### src/rtl/prio_encoder_rr_pkg.sv
`default_nettype none
// ============================================================================
//  Module   : prio_encoder_rr_pkg
//  Purpose  : Shared constants and helpers for the round-robin priority
//             encoder (mode encoding, code-width calculation).
//  Revision : 1.0  initial release
// ============================================================================
package prio_encoder_rr_pkg;

   // Priority-mode encoding for the ROUND_ROBIN parameter
   localparam int MODE_FIXED = 0;
   localparam int MODE_RR    = 1;

   // Ceiling log2, used to validate the code width against the vector width
   function automatic int clog2(input int value);
      int v;
      int r;
      v = value - 1;
      r = 0;
      while (v > 0) begin
         r = r + 1;
         v = v >> 1;
      end
      return r;
   endfunction

endpackage
`default_nettype wire

### src/rtl/prio_encoder_rr_pick.sv
`default_nettype none
// ============================================================================
//  Module   : rr_pick
//  Purpose  : Combinational search for the first set bit at or above a start
//             index, wrapping from N-1 back to 0. Also flags multiple-hot.
//  Revision : 1.0  initial release
// ============================================================================
module rr_pick #(
   parameter int N = 8,
   parameter int W = 3
) (
   input  logic [N-1:0] data,
   input  logic [W-1:0] start,
   output logic [W-1:0] idx,
   output logic         found,
   output logic         multi
);

   // N expressed at code width + 1 so the wrap compare cannot overflow
   localparam logic [W:0] C_N = (W+1)'(N);

   logic [N-1:0] w_rot;
   logic [W-1:0] w_off;
   logic [W:0]   w_sum;

   // Rotating right by start through a doubled vector; start is always < N,
   // so the low N bits are exactly data rotated by start.
   assign w_rot = N'({data, data} >> start);

   // Lowest set bit of the rotated vector: scan downward so the last hit wins
   always_comb begin
      w_off = '0;
      for (int i = N - 1; i >= 0; i--) begin
         if (w_rot[i]) begin
            w_off = W'(i);
         end
      end
   end

   // Undo the rotation; the sum wraps at N, not at 2^W
   assign w_sum = {1'b0, w_off} + {1'b0, start};
   assign found = |data;
   assign idx   = !found         ? '0 :
                  (w_sum >= C_N) ? W'(w_sum - C_N) : w_sum[W-1:0];

   // Clearing the lowest set bit leaves something only if two or more were set
   assign multi = |(data & (data - 1'b1));

endmodule
`default_nettype wire

### src/rtl/prio_encoder_rr.sv
`default_nettype none
// ============================================================================
//  Module   : prio_encoder_rr
//  Purpose  : N-to-log2(N) priority encoder with a registered valid/ready
//             output stage and optional rotating (round-robin) priority.
//  Revision : 1.0  initial release
// ============================================================================
module prio_encoder_rr
   import prio_encoder_rr_pkg::*;
#(
   parameter int N           = 8,
   parameter int W           = 3,
   parameter int ROUND_ROBIN = MODE_FIXED
) (
   input  logic         clk,
   input  logic         rst,
   input  logic [N-1:0] data,
   input  logic         in_valid,
   output logic         in_ready,
   output logic [W-1:0] code,
   output logic         none,
   output logic         multi,
   output logic         out_valid,
   input  logic         out_ready
);

   // Reject illegal parameterisations at elaboration time
   generate
      if (N < 2 || N > 256) begin : g_bad_n
         $error("prio_encoder_rr: N=%0d is outside 2..256", N);
      end
      if (W != clog2(N)) begin : g_bad_w
         $error("prio_encoder_rr: W=%0d must equal clog2(N)=%0d", W, clog2(N));
      end
      if (ROUND_ROBIN != MODE_FIXED && ROUND_ROBIN != MODE_RR) begin : g_bad_mode
         $error("prio_encoder_rr: ROUND_ROBIN=%0d is not a legal mode", ROUND_ROBIN);
      end
   endgenerate

   logic         out_valid_q, out_valid_d;
   logic [W-1:0] code_q,      code_d;
   logic         none_q,      none_d;
   logic         multi_q,     multi_d;
   logic [W-1:0] ptr_q,       ptr_d;

   logic         w_accept;
   logic         w_xfer;
   logic [W-1:0] w_pick_idx;
   logic         w_pick_found;
   logic         w_pick_multi;

   // Single pipe stage: room exists when empty or when the result leaves now
   assign in_ready = !out_valid_q || out_ready;
   assign w_accept = in_valid && in_ready;
   assign w_xfer   = out_valid_q && out_ready;

   // ptr never leaves 0 in fixed mode, so it doubles as the fixed start index
   rr_pick #(
      .N (N),
      .W (W)
   ) u_pick (
      .data  (data),
      .start (ptr_q),
      .idx   (w_pick_idx),
      .found (w_pick_found),
      .multi (w_pick_multi)
   );

   // Next-state: load a new result on accept, drop valid on a bare transfer
   always_comb begin
      out_valid_d = out_valid_q;
      code_d      = code_q;
      none_d      = none_q;
      multi_d     = multi_q;
      ptr_d       = ptr_q;
      if (w_accept) begin
         out_valid_d = 1'b1;
         code_d      = w_pick_idx;
         none_d      = !w_pick_found;
         multi_d     = w_pick_multi;
         // Next search starts just past the winner; a zero vector leaves it alone
         if (ROUND_ROBIN == MODE_RR && w_pick_found) begin
            ptr_d = (w_pick_idx == W'(N - 1)) ? '0 : w_pick_idx + 1'b1;
         end
      end else if (w_xfer) begin
         out_valid_d = 1'b0;
      end
   end

   // State registers; reset wins over any same-cycle accept or transfer
   always_ff @(posedge clk) begin
      if (rst) begin
         out_valid_q <= 1'b0;
         code_q      <= '0;
         none_q      <= 1'b0;
         multi_q     <= 1'b0;
         ptr_q       <= '0;
      end else begin
         out_valid_q <= out_valid_d;
         code_q      <= code_d;
         none_q      <= none_d;
         multi_q     <= multi_d;
         ptr_q       <= ptr_d;
      end
   end

   assign out_valid = out_valid_q;
   assign code      = code_q;
   assign none      = none_q;
   assign multi     = multi_q;

endmodule
`default_nettype wire

### config.mk
export PLATFORM = sky130hd
export DESIGN_NAME = prio_encoder_rr
export DESIGN_NICKNAME = d
export VERILOG_FILES = /design/src/rtl/prio_encoder_rr_pkg.sv /design/src/rtl/prio_encoder_rr_pick.sv /design/src/rtl/prio_encoder_rr.sv
export SDC_FILE = /design/constraint.sdc
export NUM_CORES = 1
export LEC_CHECK = 0
export BUFFER_PORTS_ARGS = -buffer_cell sky130_fd_sc_hd__buf_2
export CORE_AREA = 2 2 39 41
export CTS_BUF_LIST = sky130_fd_sc_hd__clkbuf_2
export DETAILED_ROUTE_END_ITERATION = 10
export DIE_AREA = 0 0 41 43
export PLACE_DENSITY = 0.56
export SETUP_SLACK_MARGIN = 0.2
export SLEW_MARGIN = 10
export SYNTH_ARGS = -nofsm -noshare
export SYNTH_HDL_FRONTEND = slang
export SYNTH_SLANG_ARGS = --single-unit
### constraint.sdc
create_clock -name clk -period 1.4 [get_ports clk]
set_clock_uncertainty 0.1 [all_clocks]
set_input_delay 0.21 -clock clk [delete_from_list [all_inputs] [get_ports clk]]
set_output_delay 0.21 -clock clk [all_outputs]
set_load 0.05 [all_outputs]
==> results.yml <==
synth:
  ys_ff_latch: 6
  yosys_warnings: 0
  yosysSeqAreaShare: 0.334
  avgSynthCellArea_um2: 8.35
  synth_mux_area_frac: 0.0279
  synth_compound_area_frac: 0.244
  synth_xor_area_frac: 0
  synthSimpleGateAreaFrac: 0.293
  netlist_top_cells_area: "dfxtp_1 33%, a21oi_1 7.0%, nor4_1 5.2%"
  synthAdderAreaFrac: 0.0279
  synth_nets: 55
  syn-instance-count: 43
  synthDistinctLibCells: 24
  yosys.area.top_type_share: 0.334
  syn_area_um2: 359
  yosysTopAreaCell: "dfxtp_1"
  synth_top_family_by_area: "simple AND/OR/NAND/NOR gates"
floorplan:
  die_h_um: 43
  ioPinCount: 19
  initial_utilization: 0.259
  rows: 14
  die_w_um: 41
  core_area_um2: 1380
  dieArea_um2: 1760
timing:
  finalHoldViolCount: 0
  min_period_ns: 1.33
  worst_slack_ns: 0.0712
  rsz0062_at_grt: "true"
  relSlewSlack: 0.750
  tns_ns: 0
  tightestPinTransition_ns: 0.366
  maxSlewViolCount: 0
  max_clock_freq_mhz: 753
  hold_ws_ns: 0.121
  period_share: 0.949
  setup_viol: 0
cts:
  clk_path_buf_depth: 2
  clkTransAtPathRegs_ns: 0.07
  cts_tree: "yes"
  htreeDepth: 1
  insertion_delay_ns: 0.22
  cts_setup_buffers: 0
  cts_root_buf: "clkbuf_2"
  cts_hold_buffers: 0
  clock_sinks: 6
  cts_made_buffers: 3
routing:
  drc_errors: 0
  wl_per_cell_um: 9.87
  vias_per_cell: 4.80
  ant_nets: 0
  drt-total-wl_um: 839
  first_iter_violations: 5
  firstDrtPassIters: 4
  vias: 408
global_routing:
  globalRouteTotalUtil: 0.121
  grt_pass1_vias: 378
  grt_pass1_wl_um: 1440
  grt_max_degree: 10
  antenna_found_initial: 0
  grt-ovfl-total: 0
pwr:
  fin_total_pwr_mw: 0.457
  clock_power_share: 0.301
  p_int_mw: 0.310
  leakage_nw: 0.255
  netSwitchingFraction: 0.322
  p_comb_frac: 0.296
  powerDensity_nw_per_um2: 839
  p_sw_mw: 0.147
  seqPwrFrac: 0.403
  peakVddDrop_v: 0.000234
run_status:
  status: "completed"
setup_path:
  start_kind: "input pin"
  crit_type: "input pin to register"
  cp_max_fo: 4
  cp.arrival_ns: 1.32
  cp.required_ns: 1.39
  slowest_stage: "maj3_1"
  rrSetupSlack_ns: 0.11
  crit_family: "adder cells"
  worstPathBufferInverterCount: 2
  end_kind: "register"
  cpPeakStageDelay_ns: 0.32
  path_cells: "buf_2 > buf_4 > maj3_1 > nor3_1 > nor4_1 > a311o_1"
layout:
  final_cell_mix: "16 x buf_2, 7 x buf_4, 5 x a21oi_1, 5 x dfxtp_1, 4 x clkbuf_2"
  antenna_cells: 0
  final_common_cell: "buf_2"
  syn_to_final_growth_pct: 51.6
  drive_above_1_share: 0.493
  nNetsFinal: 82
  instances_no_fill: 85
placement:
  gp_congestion: 0.757
  numPortBuffers: 18
  pre_cts_ws_ns: -0.209
  dp_hpwl_um: 709
  dp_cells: 81
job:
  drv_cap: 0
hold_path:
  hold_class: "input pin to register"
==> stage by stage <==
step / instance area (µm²) / utilization
2_1_floorplan: 377 / -
3_3_place_gp: 513 / 0.371
3_5_place_dp: 513 / 0.371
4_1_cts: 544 / 0.393
5_1_grt: 544 / 0.393
6_report: 544 / 0.393
==> timing repair <==
item                                    CTS  global route
pin swaps                                 6             4
endpoints found under the setup margin    5             5
resized for setup                         3             0
hold endpoints to repair                  0             0
==> worst min-delay path: cells and delay by family <==
family	cells	cell delay, ns
AOI/OAI and AO/OA	1	0.04
buffers and inverters	2	0.15
==> flip-flops by register name, indices dropped and copies added, names as in the netlist <==
name / cells
none: 1
out_valid: 1
multi: 1
code: 3
==> area by class of cell <==
type / instances / area, µm²
Multi-Input combinational cell: 32 / 225
Timing Repair Buffer: 24 / 144
Clock buffer: 4 / 20.0
Sequential cell: 6 / 124
Tap cell: 16 / 20.0
Fill cell: 152 / 840
Inverter: 3 / 11.3
==> synth_stat cells (all sizes together) <==
cell / instances
a2111oi: 1
a211oi: 2
a21o: 1
a21oi: 5
a311o: 1
buf: 2
dfxtp: 6
inv: 3
maj3: 1
mux2i: 1
nand2: 4
nand2b: 2
nor2: 2
nor2b: 1
nor3: 1
nor4: 3
o21bai: 1
o2bb2ai: 1
or2: 1
or3: 1
or3b: 1
or4: 2
==> power groups by stage <==
| stage | Combinational (mW) | Sequential, mW | Clock, mW |
|---|---|---|---|
| 2_1_floorplan | 0.0506 | 0.220 | 0 |
| 3_3_place_gp | 0.132 | 0.188 | 0 |
| 3_5_place_dp | 0.132 | 0.188 | 0 |
| 4_1_cts | 0.136 | 0.184 | 0.145 |
| 5_1_grt | 0.148 | 0.185 | 0.157 |
| 6_report | 0.135 | 0.184 | 0.138 |
==> logic make-up (layout without fill, tap and decap cells) <==
| group | after synthesis | in the layout |
|---|---|---|
| AO/OA/AOI/OAI | 12 | 12 |
| multiplexers | 1 | 1 |
| adder cells (fa/ha/maj) | 1 | 1 |
| AND/OR/NAND/NOR | 18 | 18 |
| flip-flops | 6 | 6 |
| buffers and inverters | 5 | 31 |
==> worst paths after layout <==
path              depth (start not counted)      start         to
setup / recovery                          6    data[2]      multi
hold / removal                            3   in_valid  out_valid
setup reg to reg                          4  out_valid    code[1]
hold reg to reg                           2    code[2]    code[2]
==> metal layers <==
layer,track usage,part of all wire,routed length [µm],vias up
met5,0,0,0,-
met1,0.157,0.44,373,175
met2,0.169,0.44,367,19
li1,-,-,-,212
met4,0.0800,0.017,14,0
met3,0.0314,0.099,83,2
No activity file was read; power rests on OpenSTA's default activity.
